==> src/rtl/btn_press_cond.sv <==
// ---------------------------------------------------------------------------
// btn_press_cond
//
// Conditions the raw mode-select push button before it reaches the mode
// selector. The button is synchronised, debounced on a millisecond tick and
// turned into a clean level plus press, release and long-press events. The
// same power switch that gates the mode selector also gates this block, so
// downstream logic only ever sees clean, power-qualified button activity.
//
// Parameters:
//   CLK_FREQ_HZ  system clock frequency; TICK_DIV = CLK_FREQ_HZ/1000 (>= 2)
//   DEBOUNCE_MS  ms the synchronised input must hold a new level (>= 1)
//   LONG_MS      hold time in ms at which long_pulse fires
//   HOLD_W       width of hold_ms
//
// Ports:
//   clk            system clock
//   rst_n          asynchronous active-low reset
//   power          power switch, low = block idle
//   btn_raw        raw bouncing asynchronous button, high = pressed
//   btn_level      debounced button level
//   press_pulse    one-clk pulse on an accepted press
//   release_pulse  one-clk pulse on an accepted release
//   hold_ms        saturating ms count since the accepted press
//   long_pulse     one-clk pulse when hold_ms first reaches LONG_MS
// ---------------------------------------------------------------------------
module btn_press_cond #(
  parameter int CLK_FREQ_HZ = 100000000,
  parameter int DEBOUNCE_MS = 20,
  parameter int LONG_MS     = 500,
  parameter int HOLD_W      = 11
) (
  input  logic              clk,
  input  logic              rst_n,
  input  logic              power,
  input  logic              btn_raw,
  output logic              btn_level,
  output logic              press_pulse,
  output logic              release_pulse,
  output logic [HOLD_W-1:0] hold_ms,
  output logic              long_pulse
);

  localparam int TICK_DIV = CLK_FREQ_HZ / 1000;
  localparam int TICK_W   = (TICK_DIV > 1) ? $clog2(TICK_DIV) : 1;
  localparam int DCNT_W   = (DEBOUNCE_MS > 1) ? $clog2(DEBOUNCE_MS) : 1;

  localparam logic [TICK_W-1:0] TICK_LAST = TICK_W'(TICK_DIV - 1);
  localparam logic [DCNT_W-1:0] DCNT_LAST = DCNT_W'(DEBOUNCE_MS - 1);
  localparam logic [HOLD_W-1:0] HOLD_MAX  = {HOLD_W{1'b1}};
  localparam logic [HOLD_W-1:0] LONG_VAL  = HOLD_W'(LONG_MS);

  typedef enum logic [1:0] {
    RELEASED,
    PRESS_WAIT,
    PRESSED,
    RELEASE_WAIT
  } state_t;

  state_t            state;
  state_t            state_next;
  logic [DCNT_W-1:0] dcnt;
  logic [DCNT_W-1:0] dcnt_next;
  logic              press_evt;
  logic              release_evt;

  logic              sync_meta;
  logic              btn_s;
  logic [TICK_W-1:0] tick_cnt;
  logic              tick;
  logic              hold_inc;

  // Two-flop synchroniser for the asynchronous button. It keeps running while
  // power is low so the FSM sees a settled level the moment power returns.
  always_ff @(posedge clk or negedge rst_n) begin
    if (!rst_n) begin
      sync_meta <= 1'b0;
      btn_s     <= 1'b0;
    end else begin
      sync_meta <= btn_raw;
      btn_s     <= sync_meta;
    end
  end

  // Free-running millisecond time base. Only reset touches it, so the tick
  // phase is independent of button and power activity.
  always_ff @(posedge clk or negedge rst_n) begin
    if (!rst_n) begin
      tick_cnt <= '0;
    end else if (tick_cnt == TICK_LAST) begin
      tick_cnt <= '0;
    end else begin
      tick_cnt <= tick_cnt + 1'b1;
    end
  end

  assign tick = (tick_cnt == TICK_LAST);

  // Debounce decisions. A WAIT state only completes when the synchronised
  // input has held the candidate level through DEBOUNCE_MS ticks; any return
  // to the old level aborts the wait, even on the completing tick. Power low
  // overrides everything and drops straight back to RELEASED without an
  // event, so the mode logic never sees a release caused by power loss.
  always_comb begin
    state_next  = state;
    dcnt_next   = dcnt;
    press_evt   = 1'b0;
    release_evt = 1'b0;
    if (!power) begin
      state_next = RELEASED;
      dcnt_next  = '0;
    end else begin
      case (state)
        RELEASED: begin
          if (btn_s) begin
            state_next = PRESS_WAIT;
            dcnt_next  = '0;
          end
        end
        PRESS_WAIT: begin
          if (!btn_s) begin
            state_next = RELEASED;
            dcnt_next  = '0;
          end else if (tick) begin
            if (dcnt == DCNT_LAST) begin
              state_next = PRESSED;
              dcnt_next  = '0;
              press_evt  = 1'b1;
            end else begin
              dcnt_next = dcnt + 1'b1;
            end
          end
        end
        PRESSED: begin
          if (!btn_s) begin
            state_next = RELEASE_WAIT;
            dcnt_next  = '0;
          end
        end
        RELEASE_WAIT: begin
          if (btn_s) begin
            state_next = PRESSED;
            dcnt_next  = '0;
          end else if (tick) begin
            if (dcnt == DCNT_LAST) begin
              state_next  = RELEASED;
              dcnt_next   = '0;
              release_evt = 1'b1;
            end else begin
              dcnt_next = dcnt + 1'b1;
            end
          end
        end
        default: begin
          state_next = RELEASED;
          dcnt_next  = '0;
        end
      endcase
    end
  end

  // FSM register plus the level and edge outputs derived from the transition,
  // registered so they line up with the state they describe.
  always_ff @(posedge clk or negedge rst_n) begin
    if (!rst_n) begin
      state         <= RELEASED;
      dcnt          <= '0;
      btn_level     <= 1'b0;
      press_pulse   <= 1'b0;
      release_pulse <= 1'b0;
    end else begin
      state         <= state_next;
      dcnt          <= dcnt_next;
      btn_level     <= (state_next == PRESSED) || (state_next == RELEASE_WAIT);
      press_pulse   <= press_evt;
      release_pulse <= release_evt;
    end
  end

  assign hold_inc = btn_level && tick && (hold_ms != HOLD_MAX);

  // Hold timer. It restarts with each accepted press, counts ms while the
  // debounced level is high (a glitch through RELEASE_WAIT does not restart
  // it) and saturates. Because it only restarts on a press and never wraps,
  // the increment that lands on LONG_MS happens at most once per press.
  always_ff @(posedge clk or negedge rst_n) begin
    if (!rst_n) begin
      hold_ms    <= '0;
      long_pulse <= 1'b0;
    end else if (!power) begin
      hold_ms    <= '0;
      long_pulse <= 1'b0;
    end else if (press_evt) begin
      hold_ms    <= '0;
      long_pulse <= 1'b0;
    end else if (hold_inc) begin
      hold_ms    <= hold_ms + 1'b1;
      long_pulse <= ((hold_ms + 1'b1) == LONG_VAL);
    end else begin
      long_pulse <= 1'b0;
    end
  end

endmodule

==> config.mk <==
export PLATFORM = sky130hd
export DESIGN_NAME = btn_press_cond
export DESIGN_NICKNAME = d
export VERILOG_FILES = /design/src/rtl/btn_press_cond.sv
export SDC_FILE = /design/constraint.sdc
export NUM_CORES = 1
export LEC_CHECK = 0
export ABC_AREA = 1
export BUFFER_PORTS_ARGS = -buffer_cell sky130_fd_sc_hd__clkbuf_2
export CAP_MARGIN = 40
export CORE_ASPECT_RATIO = 0.7
export CORE_MARGIN = 2
export CORE_UTILIZATION = 50
export DETAILED_ROUTE_END_ITERATION = 8
export PLACE_DENSITY = 0.71
export SLEW_MARGIN = 40
export SYNTH_ARGS = -nofsm -noshare
export SYNTH_HDL_FRONTEND = slang
export SYNTH_SLANG_ARGS = --single-unit
==> constraint.sdc <==
create_clock -name clk -period 1.6 [get_ports clk]
set_input_delay 0 -clock clk [delete_from_list [all_inputs] [get_ports clk]]
set_output_delay 0 -clock clk [all_outputs]
set_load 0.01 [all_outputs]
## Word level (Yosys, flattened, before mapping)

Cells that the tools add are included.
W data, S select, Z words.

| storage, ports and cells | value |
|---|---|
| register bits after elaboration | 41 |
| output and inout bits | 15 |
| input bits | 4 |
| logic and storage cells | 63 |

| operators by class | value |
|---|---|
| $add $sub $neg | 3 |
| muxes and demuxes | 33 |
| equal/unequal tests | 12 |
| reductions and logical operators | 5 |

Operators with widths:

| cell | number |
|---|---|
| $mux W5 | 7 |
| $mux W11 | 3 |
| $pmux W5 S4 | 1 |
| $mux W2 | 9 |
| $add A17 B1 Y17 const B | 1 |
| $eq A17 B17 Y1 const B | 1 |
| $mux W17 | 1 |
| $add A11 B1 Y11 const B | 1 |
| $eq A11 B9 Y1 const B | 1 |
| $mux W1 | 11 |
| $ne A11 B11 Y1 const B | 1 |
| $eq A2 B2 Y1 const B | 4 |
| $pmux W2 S4 | 1 |
| $ne A3 B3 Y1 const B | 2 |
| $add A5 B1 Y5 const B | 1 |
| $eq A5 B5 Y1 const B | 1 |
| $ne A3 B1 Y1 const B | 1 |
| $eq A2 B1 Y1 const B | 1 |
| $logic_and A1 B1 Y1 | 2 |
| $logic_not A2 Y1 | 1 |
| $reduce_and A2 Y1 | 1 |
| $logic_or A1 B1 Y1 | 1 |

## Longest topological paths before layout

Gate-level depths: netlist (run 1).

| depth | value |
|---|---|
| depth after elaboration | 8 |
| gate-level depth with buffers | 11 |
| mapped depth without buffers | 11 |

## Worst setup path after synthesis (run 1)

OpenSTA, ideal clock, no wires.

| path | value |
|---|---|
| kind | reg2reg |
| from | register tick_cnt[0] |
| to | register hold_ms[8] |
| arrival time | 1.444 ns |
| setup slack | 0.036 ns |
| library setup time | 0.120 ns |
| required time | 1.480 ns |
| clock period less this slack | 1.564 ns |
| cell stages (with the launch flop) | 10 |
| cells stage by stage | dfrtp_1 -> ha_1 -> nand2_2 -> nor2_4 -> nand3_2 -> nor2_4 -> nand4_4 -> buf_6 -> nand4_1 -> nand2_1 |

| between the ends | value |
|---|---|
| word-level cells in the longest chain between the ends | 7 |
| elaborated cells on any way between the ends | 10 |
| classes of those cells | eq/ne: 2; mux: 6; reduce/logical: 2 |

RTL lines:

| item | line | RTL |
|---|---|---|
| start, declared | 69 | `logic [TICK_W-1:0] tick_cnt;` |
| start signal, assigned | 93 | `tick_cnt <= tick_cnt + 1'b1;` |
| $eq A17 B17 Y1 (*) | 97 | `assign tick = (tick_cnt == TICK_LAST);` |
| $mux W1 | n/a |  |
| $mux W1 | 121 | `if (!btn_s) begin` |
| $mux W1 | 113 | `case (state)` |
| $mux W1 | 109 | `if (!power) begin` |
| $mux W11 | 193 | `end else if (press_evt) begin` |
| $mux W11 | 190 | `end else if (!power) begin` |
| end signal, assigned | 197 | `hold_ms <= hold_ms + 1'b1;` |
| end, declared | 40 | `output logic [HOLD_W-1:0] hold_ms,` |

Mark *: on every way between the ends. The rest lies on a longest branch, timed or not.
A chain may end at the register's enable or synchronous reset.

## Worst setup path after layout (run 1)

| path | value |
|---|---|
| from | register tick_cnt[0] |
| to | register hold_ms[7] |

The elaborated chain is that of the path after synthesis.

==> qor.csv, run 1 <==
stage;metric;value;unit
synth;Syn Nets;325;
floorplan;Initial Utilization;51.7;%
cts;CTS max path bufs;2;
global_routing;M3 GR Usage;3.96;%
sta;Worst Tran Pin Value;509;ps
hold_path;hold path depth;3;
worst_setup_path;worst r2r path cells;9;
synth;Synth area leader;dfrtp_1;
sta;worst setup margin;-67.9;ps
sta;post-layout min period;1670;ps
synth;EDFF count, synth;0;
synth;cell with the most instances after synthesis;nand2_1;
sta;clock skew;6.61;ps
placement;GPL Wtd Cong;0.889;
worst_setup_path;startpoint class of the critical path;register;
finish;footprint of the multi-input gates;1370;sq um
pwr;Flop pwr share;50.2;%
finish;fraction of layout cells with a size suffix above 1;28.2;%
worst_setup_path;worst path arrival time;1860;ps
global_routing;vias in the first global route;1995;
finish;Util after Layout;66.1;%
sta;fin crit share;104;%
pwr;Sw Share;19.7;%
floorplan;Die X;88.0;um
synth;Mapped Avg Cell Area;7.80;sq um
global_routing;initial antenna violation count;0;
sta;Rel. slew slack;66.1;%
cts;clk_lat worst skew;290;ps
synth;Ys Warns;0;
sta;TNS Setup;-325;ps
placement;dpl cell area;2770;sq um
floorplan;# rows;21;
detailed_routing;drt total wl;6160;um
synth;Cells after Synth;317;
job;Max Cap Viol;0;
pwr;P_sw;0.000411;W
synth;Seq cells post-synth;41;
global_routing;Tot GR Track Use;22.1;%
worst_setup_path;Max FO, Critical Path;5;
sta;fin. max-slew vios;0;
global_routing;busiest grt layer;met1;
finish;n_diodes;0;
sta;unrepaired setup endpoints after global routing;true;
sta;f_max;600;MHz
finish;post-route design area;3160;sq um
finish;Reg area;1030;sq um
detailed_routing;Iteration-0 DRC Markers;393;
sta;Final Hold Viols;0;
global_routing;largest net degree at the start of global routing;42;
synth;register area share after synthesis;41.5;%
worst_setup_path;Critical Path End Type;register;
pwr;Internal;0.00167;W
detailed_routing;DR WL/cell;13.9;um
status;failing checks;setup timing;
sta;Setup Viol. Count Final;10;
status;outcome;finished, violations left;
floorplan;die span in y;62.8;um
detailed_routing;via count;2397;
pwr;Worst IR Drop VDD;0.518;mV
detailed_routing;Via density;5.42;
finish;Filler Cell Count;394;
detailed_routing;DRC Markers;0;
floorplan;Core Region;4780;sq um
synth;Mapped Area;2470;sq um
worst_setup_path;path type of the worst setup path;reg -> reg;
cts;CTS tree;done;
pwr;pwr/cell area;659;nW/um^2
detailed_routing;ANT nets after route;0;
cts;clk sinks;41;
synth;leading post-synthesis cells by cell area;dfrtp_1 42%, nand2_1 9.4%, nand4_1 7.8%;
synth;area fraction of the dominant cell type after synthesis;41.5;%
cts;total CTS buffers;5;
finish;Area Overhead vs Synth;28.0;%
floorplan;die area;5530;sq um
hold_path;Worst Hold Class;in -> reg;
global_routing;first-pass GRT wire length;9630;um
placement;post-DP HPWL;4060;um
cts;CTS H-tree lvls;2;
global_routing;met1 Track Usage GR;34.8;%
synth;ys async rst share;100;%
pwr;power share of the clock group;47.0;%
placement;port buffer count;18;
cts;clock root buffer;clkbuf_8;
synth;count of different cell masters after synthesis;35;
floorplan;I/O Pins;19;
worst_setup_path;Req. time, crit path;1790;ps
pwr;Overall Power;0.00208;W
pwr;Static Leak;1.60;nW
detailed_routing;Pre-Repair DR Iteration Count;5;
global_routing;global-route track usage on met2;31.3;%
synth;prevailing post-synth register cell;dfrtp_1;
cts;Clock transition at path regs;80;ps
synth;Post-synth top cells;62 x nand2_1, 44 x inv_1, 41 x dfrtp_1;
finish;fin nets;380;
global_routing;total grt overflow;0;
pwr;combinational share of power;2.9;%
==> path summary, 6_finish.rpt <==
kind / startpoint / end / slack, ps
min: power / hold_ms[2]$_DFFE_PN0P_ / 20
max in group asynchronous: rst_n / tick_cnt[1]$_DFF_PN0_ / 950
min reg2reg: sync_meta$_DFF_PN0_ / btn_s$_DFF_PN0_ / 350
max reg2reg: tick_cnt[0]$_DFF_PN0_ / hold_ms[7]$_DFFE_PN0P_ / -70
max: tick_cnt[0]$_DFF_PN0_ / hold_ms[7]$_DFFE_PN0P_ / -70
min in group asynchronous: rst_n / tick_cnt[7]$_DFF_PN0_ / 300
==> routing by layer <==
layer	part of all wire (%)	routed length (um)	vias to the layer above
met1	48	2960	1109
met4	1.4	86	0
met5	0	0	-
li1	-	-	1155
met3	7.6	471	14
met2	43	2640	119
==> cell families (layout without fill, tap and decap cells) <==
kind of cell	count (synthesis)	count (layout)	share of synthesized area, %
AO/OA/AOI/OAI	24	24	5.27
buffers and inverters	55	108	9.42
XOR/XNOR	12	12	4.25
adder cells (fa/ha/maj)	4	4	2.03
flip-flops	41	41	41.5
AND/OR/NAND/NOR	181	184	37.5
==> state kept, by name (all words and copies together), names as in the netlist <==
register,flops
btn_level,1
btn_s,1
dcnt,5
hold_ms,11
long_pulse,1
press_pulse,1
release_pulse,1
state,2
sync_meta,1
tick_cnt,17
==> cells in the final DEF (no fill, tap or decap), types with 2 or more instances in the layout <==
cell type / netlist / final
a21oi_1: 7 / 5
ha_2: 0 / 2
nor2_2: 6 / 4
clkbuf_8: 0 / 5
nor3_2: 0 / 2
nor3_1: 5 / 3
bufinv_16: 0 / 2
o21ai_0: 10 / 8
nand3_1: 23 / 23
xnor2_1: 5 / 5
nand2_4: 2 / 4
inv_2: 3 / 5
buf_4: 1 / 30
nor2_4: 4 / 10
a21oi_2: 0 / 2
nand3_2: 3 / 2
o21ai_1: 2 / 4
nand2_1: 62 / 57
xor2_1: 7 / 7
inv_1: 44 / 42
nor4_2: 0 / 2
nand4_1: 31 / 31
nor2_1: 35 / 31
a31oi_1: 2 / 2
clkbuf_2: 1 / 18
nand2_2: 2 / 6
dfrtp_1: 41 / 41
buf_6: 2 / 2
nand4_4: 2 / 3
dlygate4sd3_1: 0 / 2
==> repair_timing <==
item,in CTS,in global routing
hold buffers,2,0
resized for setup,4,33
pin swaps,2,14
endpoints found under the setup margin,15,23
cloned,1,2
endpoints found under the hold margin,42,0
setup buffers,1,8
==> power by group through the flow <==
stage          sequential, W  clock, W  combinational [W]
3_5_place_dp         0.00106         0          0.0000530
3_3_place_gp         0.00106         0          0.0000524
4_1_cts              0.00104  0.000998          0.0000583
2_1_floorplan        0.00106         0          0.0000206
5_1_grt              0.00105   0.00105          0.0000682
6_report             0.00105  0.000979          0.0000596
==> cell type report <==
type / instances / area share, %
Inverter: 48 / 5.85
Clock inverter: 3 / 2.06
Sequential cell: 41 / 32.4
Timing Repair Buffer: 52 / 11.3
Multi-Input combinational cell: 224 / 43.4
Tap cell: 69 / 2.73
Clock buffer: 5 / 2.18
==> through the flow <==
stage	instances	hold WS (ps)	setup WS, ps
final	442	20.6	-67.9
after global routing	442	24.5	-140
after CTS	432	10.8	-28.9
after detailed placement	420	96.0	-60.0
after global placement	420	92.9	-65.7
after floorplan	317	-296	35.7
==> critical path, cell delays in order (launching register included) <==
cell and delay [ps]:
dfrtp_1 360, ha_2 200, nand2_2 70, nor2_4 140, nand3_2 120, nor2_4 180, buf_4 160, nand4_2 160
nand4_1 140, nand2_1 60
Note: power is estimated with default switching activity, not from simulation.
==> run 2: changes to the inputs <==
--- a/config.mk
+++ b/config.mk
@@ -9,7 +9,7 @@
 export BUFFER_PORTS_ARGS = -buffer_cell sky130_fd_sc_hd__clkbuf_2
 export CAP_MARGIN = 40
 export CORE_ASPECT_RATIO = 0.7
-export CORE_MARGIN = 2
+export CORE_MARGIN = 8
 export CORE_UTILIZATION = 50
 export DETAILED_ROUTE_END_ITERATION = 8
 export PLACE_DENSITY = 0.71
==> qor.csv, run 2 (synthesis gave the netlist of run 1 again) <==
stage;metric;value;unit;change
floorplan;die area;7480;sq um;was 5530 sq um
cts;total CTS buffers;5;;unchanged
worst_setup_path;worst path arrival time;1870;ps;was 1860 ps
finish;Area Overhead vs Synth;31.9;%;was 28.0%
floorplan;Die X;100;um;was 88.0 um
cts;clk_lat worst skew;300;ps;was 290 ps
floorplan;Core Region;4780;sq um;unchanged
detailed_routing;DR WL met2;3060;um;was 2640 um
pwr;P_sw;0.000415;W;was 0.000411 W
worst_setup_path;worst r2r path cells;8;;was 9
worst_setup_path;R2R Path Start;tick_cnt[0]$_DFF_PN0_;;unchanged
detailed_routing;via count;2453;;was 2397
job;Max Cap Viol;0;;unchanged
sta;Final Hold Slack;118;ps;was 20.6 ps
detailed_routing;Via density;5.54;;was 5.42
worst_setup_path;worst reg2reg path endpoint;hold_ms[8]$_DFFE_PN0P_;;was hold_ms[7]$_DFFE_PN0P_
finish;Regs by FF count;tick_cnt x17, hold_ms x11, dcnt x5;;unchanged
worst_setup_path;Req. time, crit path;1780;ps;was 1790 ps
cts;CTS max path bufs;2;;unchanged
global_routing;largest net degree at the start of global routing;42;;unchanged
worst_setup_path;R2R Setup Slk;-90;ps;was -70 ps
pwr;pwr/cell area;641;nW/um^2;was 659 nW/um^2
detailed_routing;DRC Markers;0;;unchanged
sta;unrepaired setup endpoints after global routing;true;;unchanged
finish;Largest Register;tick_cnt;;unchanged
cts;clk sinks;41;;unchanged
finish;Util after Layout;68.2;%;was 66.1%
cts;CTS tree;done;;unchanged
finish;fin nets;381;;was 380
sta;post-layout min period;1690;ps;was 1670 ps
worst_setup_path;startpoint class of the critical path;register;;unchanged
cts;CTS H-tree lvls;2;;unchanged
hold_path;min-delay src;power;;unchanged
finish;fraction of layout cells with a size suffix above 1;31.6;%;was 28.2%
floorplan;Initial Utilization;51.7;%;unchanged
global_routing;initial antenna violation count;0;;unchanged
hold_path;Worst Hold End;dcnt[3]$_DFFE_PN0P_;;was hold_ms[2]$_DFFE_PN0P_
status;failing checks;setup timing;;unchanged
placement;port buffer count;18;;unchanged
detailed_routing;drt total wl;6630;um;was 6160 um
sta;fin crit share;106;%;was 104%
status;outcome;finished, violations left;;unchanged
finish;n_diodes;0;;unchanged
placement;pre-CTS setup slack;-97.3;ps;was -60.0 ps
pwr;Sw Share;19.9;%;was 19.7%
detailed_routing;Met3 Wirelength;532;um;was 471 um
finish;most frequent cells in the layout;57 x nand2_1, 41 x inv_1, 41 x dfrtp_1;;was 57 x nand2_1, 42 x inv_1, 41 x dfrtp_1
worst_setup_path;Max FO, Critical Path;11;;was 5
hold_path;Worst Hold Class;in -> reg;;unchanged
sta;clock skew;11.2;ps;was 6.61 ps
detailed_routing;met1 WL;2920;um;was 2960 um
worst_setup_path;Critical Path Start;tick_cnt[0]$_DFF_PN0_;;unchanged
pwr;power share of the clock group;47.0;%;about the same
finish;most common cell after layout, fill and taps aside;nand2_1;;unchanged
placement;post-DP HPWL;4320;um;was 4060 um
worst_setup_path;path type of the worst setup path;reg -> reg;;unchanged
detailed_routing;Iteration-0 DRC Markers;216;;was 393
cts;clock root buffer;clkbuf_8;;unchanged
finish;max reg flops;17;;unchanged
sta;Rel. slew slack;65.4;%;was 66.1%
global_routing;total grt overflow;0;;unchanged
cts;Clock transition at path regs;80;ps;about the same
floorplan;I/O Pins;19;;unchanged
detailed_routing;top sig layer;met4;;unchanged
pwr;Internal;0.00167;W;about the same
detailed_routing;ANT nets after route;0;;unchanged
hold_path;hold path depth;5;;was 3
sta;worst setup margin;-94.8;ps;was -67.9 ps
sta;fin. max-slew vios;0;;unchanged
global_routing;Tot GR Track Use;16.8;%;was 22.1%
worst_setup_path;Critical Path End Type;register;;unchanged
detailed_routing;Pre-Repair DR Iteration Count;5;;unchanged
global_routing;first-pass GRT wire length;9920;um;was 9630 um
detailed_routing;DR WL/cell;15.0;um;was 13.9 um
floorplan;die span in y;74.8;um;was 62.8 um
sta;f_max;590;MHz;was 600 MHz
sta;Setup Viol. Count Final;14;;was 10
placement;GPL Wtd Cong;0.902;;was 0.889
sta;Worst Tran Pin Value;519;ps;was 509 ps
pwr;Static Leak;1.62;nW;was 1.60 nW
sta;Final Hold Viols;0;;unchanged
global_routing;vias in the first global route;2086;;was 1995
pwr;Worst IR Drop VDD;0.472;mV;was 0.518 mV
floorplan;# rows;21;;unchanged
pwr;Flop pwr share;50.1;%;was 50.2%
pwr;combinational share of power;2.9;%;about the same
==> run 2: stage by stage <==
stage / cell area (sq um) / power, W / TNS (ps) / std cells
6_report: 3260 / 0.00209 / -611 / 443
3_5_place_dp: 2770 / 0.00112 / -559 / 420
4_1_cts: 2980 / 0.00210 / -60.3 / 433
3_3_place_gp: 2770 / 0.00111 / -128 / 420
2_1_floorplan: 2470 / 0.00108 / 0 / 317
5_1_grt: 3260 / 0.00217 / -2370 / 443
==> run 2: metal layers <==
layer  up-vias  track usage [%]
met2       126             25.5
met1      1150             23.2
li1       1160                -
met5         -                0
met4         0             6.33
met3        17             3.32
==> run 2: critical path, cell delays in order, from the launching register on <==
cell     delay [ps]
dfrtp_1         370
ha_2            200
nand2_2          70
nor2_4          130
nand3_2         120
nor2_4          200
nand4_4         220
nand4_1         190
nand2_1          80
==> run 2: repair_timing <==
item                       in CTS  in global routing
gates resized for setup         8                 50
cloned                          2                  1
hold endpoints to repair       42                  0
hold buffers                    2                  0
setup endpoints to repair      15                 25
pin swaps                       5                 18
buffers inserted                1                  9
==> run 2: how the worst max path moves through the flow <==
stage                                   to  slack (ps)  depth (start not counted)
CTS                    dcnt[2]$_DFFE_PN0P_         -20                          9
global route        hold_ms[6]$_DFFE_PN0P_        -170                          9
detailed placement  hold_ms[1]$_DFFE_PN0P_        -100                          9
floorplan           hold_ms[8]$_DFFE_PN0P_          40                          9
global placement    hold_ms[0]$_DFFE_PN0P_         -50                          9
finish              hold_ms[8]$_DFFE_PN0P_         -90                          8
==> run 2: final cells by class <==
class,count,area (sq um)
Timing Repair Buffer,53,369
Fill cell,382,1520
Tap cell,69,86.3
Sequential cell,41,1030
Multi-Input combinational cell,224,1460
Inverter,48,188
Clock inverter,3,65.1
Clock buffer,5,68.8
==> run 2: power by group through the flow <==
stage	sequential (W)	combinational (W)	clock, W
6_report	0.00105	0.0000604	0.000982
5_1_grt	0.00105	0.0000684	0.00105
4_1_cts	0.00104	0.0000573	0.000996
3_5_place_dp	0.00106	0.0000527	0
3_3_place_gp	0.00106	0.0000519	0
2_1_floorplan	0.00106	0.0000206	0
==> run 3: changes to the inputs <==
==> constraint.sdc (replaced) <==
create_clock -name clk -period 1.4 [get_ports clk]
set_input_delay 0.28 -clock clk [delete_from_list [all_inputs] [get_ports clk]]
set_output_delay 0.28 -clock clk [all_outputs]
set_load 0.01 [all_outputs]
==> qor.csv, run 3 (synthesis gave the netlist of run 1 again) <==
stage;metric;value;unit;change
sta;unrepaired setup endpoints after global routing;true;;unchanged
floorplan;Core Region;4780;sq um;unchanged
finish;post-route design area;3510;sq um;was 3260 sq um
global_routing;initial antenna violation count;0;;unchanged
worst_setup_path;startpoint class of the critical path;register;;unchanged
sta;Worst Tran Pin Value;354;ps;was 519 ps
finish;fin nets;418;;was 381
worst_setup_path;path type of the worst setup path;reg -> reg;;unchanged
finish;most frequent cells in the layout;63 x buf_4, 56 x nand2_1, 40 x inv_1;;was 57 x nand2_1, 41 x inv_1, 41 x dfrtp_1
sta;worst setup margin;-262;ps;was -94.8 ps
status;outcome;finished, violations left;;unchanged
floorplan;Die X;100;um;unchanged
sta;clock skew;5.16;ps;was 11.2 ps
status;failing checks;setup timing;;unchanged
placement;dpl cell area;3100;sq um;was 2770 sq um
detailed_routing;Via density;5.30;;was 5.54
global_routing;total grt overflow;0;;unchanged
cts;CTS max path bufs;2;;unchanged
cts;total CTS buffers;5;;unchanged
placement;post-DP HPWL;4830;um;was 4320 um
placement;port buffer count;18;;unchanged
cts;CTS H-tree lvls;2;;unchanged
sta;fin crit share;119;%;was 106%
sta;post-layout min period;1660;ps;was 1690 ps
cts;Clock transition at path regs;80;ps;about the same
finish;max reg flops;17;;unchanged
detailed_routing;ANT nets after route;0;;unchanged
cts;clock root buffer;clkbuf_8;;unchanged
floorplan;Initial Utilization;51.7;%;unchanged
finish;Regs by FF count;tick_cnt x17, hold_ms x11, dcnt x5;;unchanged
detailed_routing;drt total wl;7170;um;was 6630 um
worst_setup_path;Critical Path End Type;register;;unchanged
detailed_routing;Iteration-0 DRC Markers;186;;was 216
global_routing;vias in the first global route;2298;;was 2086
floorplan;die span in y;74.8;um;unchanged
pwr;Overall Power;0.00203;W;was 0.00209 W
worst_setup_path;Max FO, Critical Path;7;;was 11
finish;n_diodes;0;;unchanged
sta;Rel. slew slack;76.2;%;was 65.4%
floorplan;die area;7480;sq um;unchanged
detailed_routing;DRC Markers;0;;unchanged
hold_path;Worst Hold Class;in -> reg;;unchanged
worst_setup_path;Req. time, crit path;1580;ps;was 1780 ps
sta;Setup Viol. Count Final;35;;was 14
cts;clk_lat worst skew;300;ps;about the same
cts;clk sinks;41;;unchanged
sta;Final Hold Slack;83.5;ps;was 118 ps
finish;Area Overhead vs Synth;42.0;%;was 31.9%
finish;fraction of layout cells with a size suffix above 1;40.4;%;was 31.6%
global_routing;first-pass GRT wire length;11000;um;was 9920 um
floorplan;I/O Pins;19;;unchanged
pwr;Static Leak;1.78;nW;was 1.62 nW
pwr;Worst IR Drop VDD;0.534;mV;was 0.472 mV
sta;fin. max-slew vios;0;;unchanged
detailed_routing;DR WL/cell;14.9;um;was 15.0 um
global_routing;largest net degree at the start of global routing;30;;was 42
pwr;pwr/cell area;578;nW/um^2;was 641 nW/um^2
global_routing;Tot GR Track Use;18.8;%;was 16.8%
finish;most common cell after layout, fill and taps aside;buf_4;;was nand2_1
placement;GPL Wtd Cong;0.925;;was 0.902
detailed_routing;via count;2545;;was 2453
detailed_routing;Pre-Repair DR Iteration Count;5;;unchanged
cts;CTS tree;done;;unchanged
sta;Final Hold Viols;0;;unchanged
job;Max Cap Viol;0;;unchanged
sta;f_max;602;MHz;was 590 MHz
worst_setup_path;worst path arrival time;1850;ps;was 1870 ps
floorplan;# rows;21;;unchanged
finish;Largest Register;tick_cnt;;unchanged
-- run 3: power by group --
part	internal [W]	total, W	switching (W)
logic	0.0000199	0.0000741	0.0000542
clock network	0.000344	0.000766	0.000422
registers	0.00119	0.00119	0.00000219
total	0.00155	0.00203	0.000478
-- run 3: routing by layer --
layer  vias up  part of all wire (%)  global-route usage, %
met5         -                     0                      0
met4         0                   1.3                   6.33
met3        11                   7.4                   3.23
met2       116                    47                   29.0
met1      1185                    44                   26.1
li1       1233                     -                      -
-- run 3: final timing paths --
path | depth (start not counted) | startpoint | slack, ps | end
setup / recovery | 9 | tick_cnt[1]$_DFF_PN0_ | -260 | hold_ms[7]$_DFFE_PN0P_
hold / removal | 1 | btn_raw | 80 | sync_meta$_DFF_PN0_
setup reg to reg | 9 | tick_cnt[1]$_DFF_PN0_ | -260 | hold_ms[7]$_DFFE_PN0P_
hold reg to reg | 0 | sync_meta$_DFF_PN0_ | 370 | btn_s$_DFF_PN0_
max in group asynchronous | 3 | rst_n | 580 | hold_ms[0]$_DFFE_PN0P_
min in group asynchronous | 3 | rst_n | 450 | tick_cnt[10]$_DFF_PN0_
-- run 3: stage by stage --
| step | setup WS [ps] | instances | util [%] | setup TNS (ps) |
|---|---|---|---|---|
| after detailed placement | -229 | 460 | 64.7 | -4320 |
| after global routing | -345 | 480 | 73.4 | -9710 |
| after CTS | -205 | 474 | 70.3 | -4170 |
| after global placement | -189 | 460 | 64.7 | -3050 |
| after floorplan | -155 | 317 | - | -2000 |
| final | -262 | 480 | 73.4 | -6590 |
-- run 3: layout make-up --
cell class | count | area, sq um
Multi-Input combinational cell | 221 | 1420
Fill cell | 347 | 1270
Sequential cell | 41 | 1030
Timing Repair Buffer | 93 | 706
Inverter | 48 | 185
Tap cell | 69 | 86.3
Clock buffer | 5 | 68.8
Clock inverter | 3 | 17.5
-- run 3: worst max-delay path, cell delays in order (launching register included) --
cell,delay [ps]
dfrtp_1,360
ha_2,190
nand2_2,70
nor2_4,160
nand3_2,130
nor2_4,170
nand4_4,120
buf_6,160
nand4_1,90
nand2_1,80
-- run 3: what timing repair did --
item,in CTS,in global routing
hold buffers,1,0
pin swaps,21,24
buffers inserted,5,9
endpoints found under the hold margin,12,0
resized for setup,41,29
setup endpoints to repair,33,37
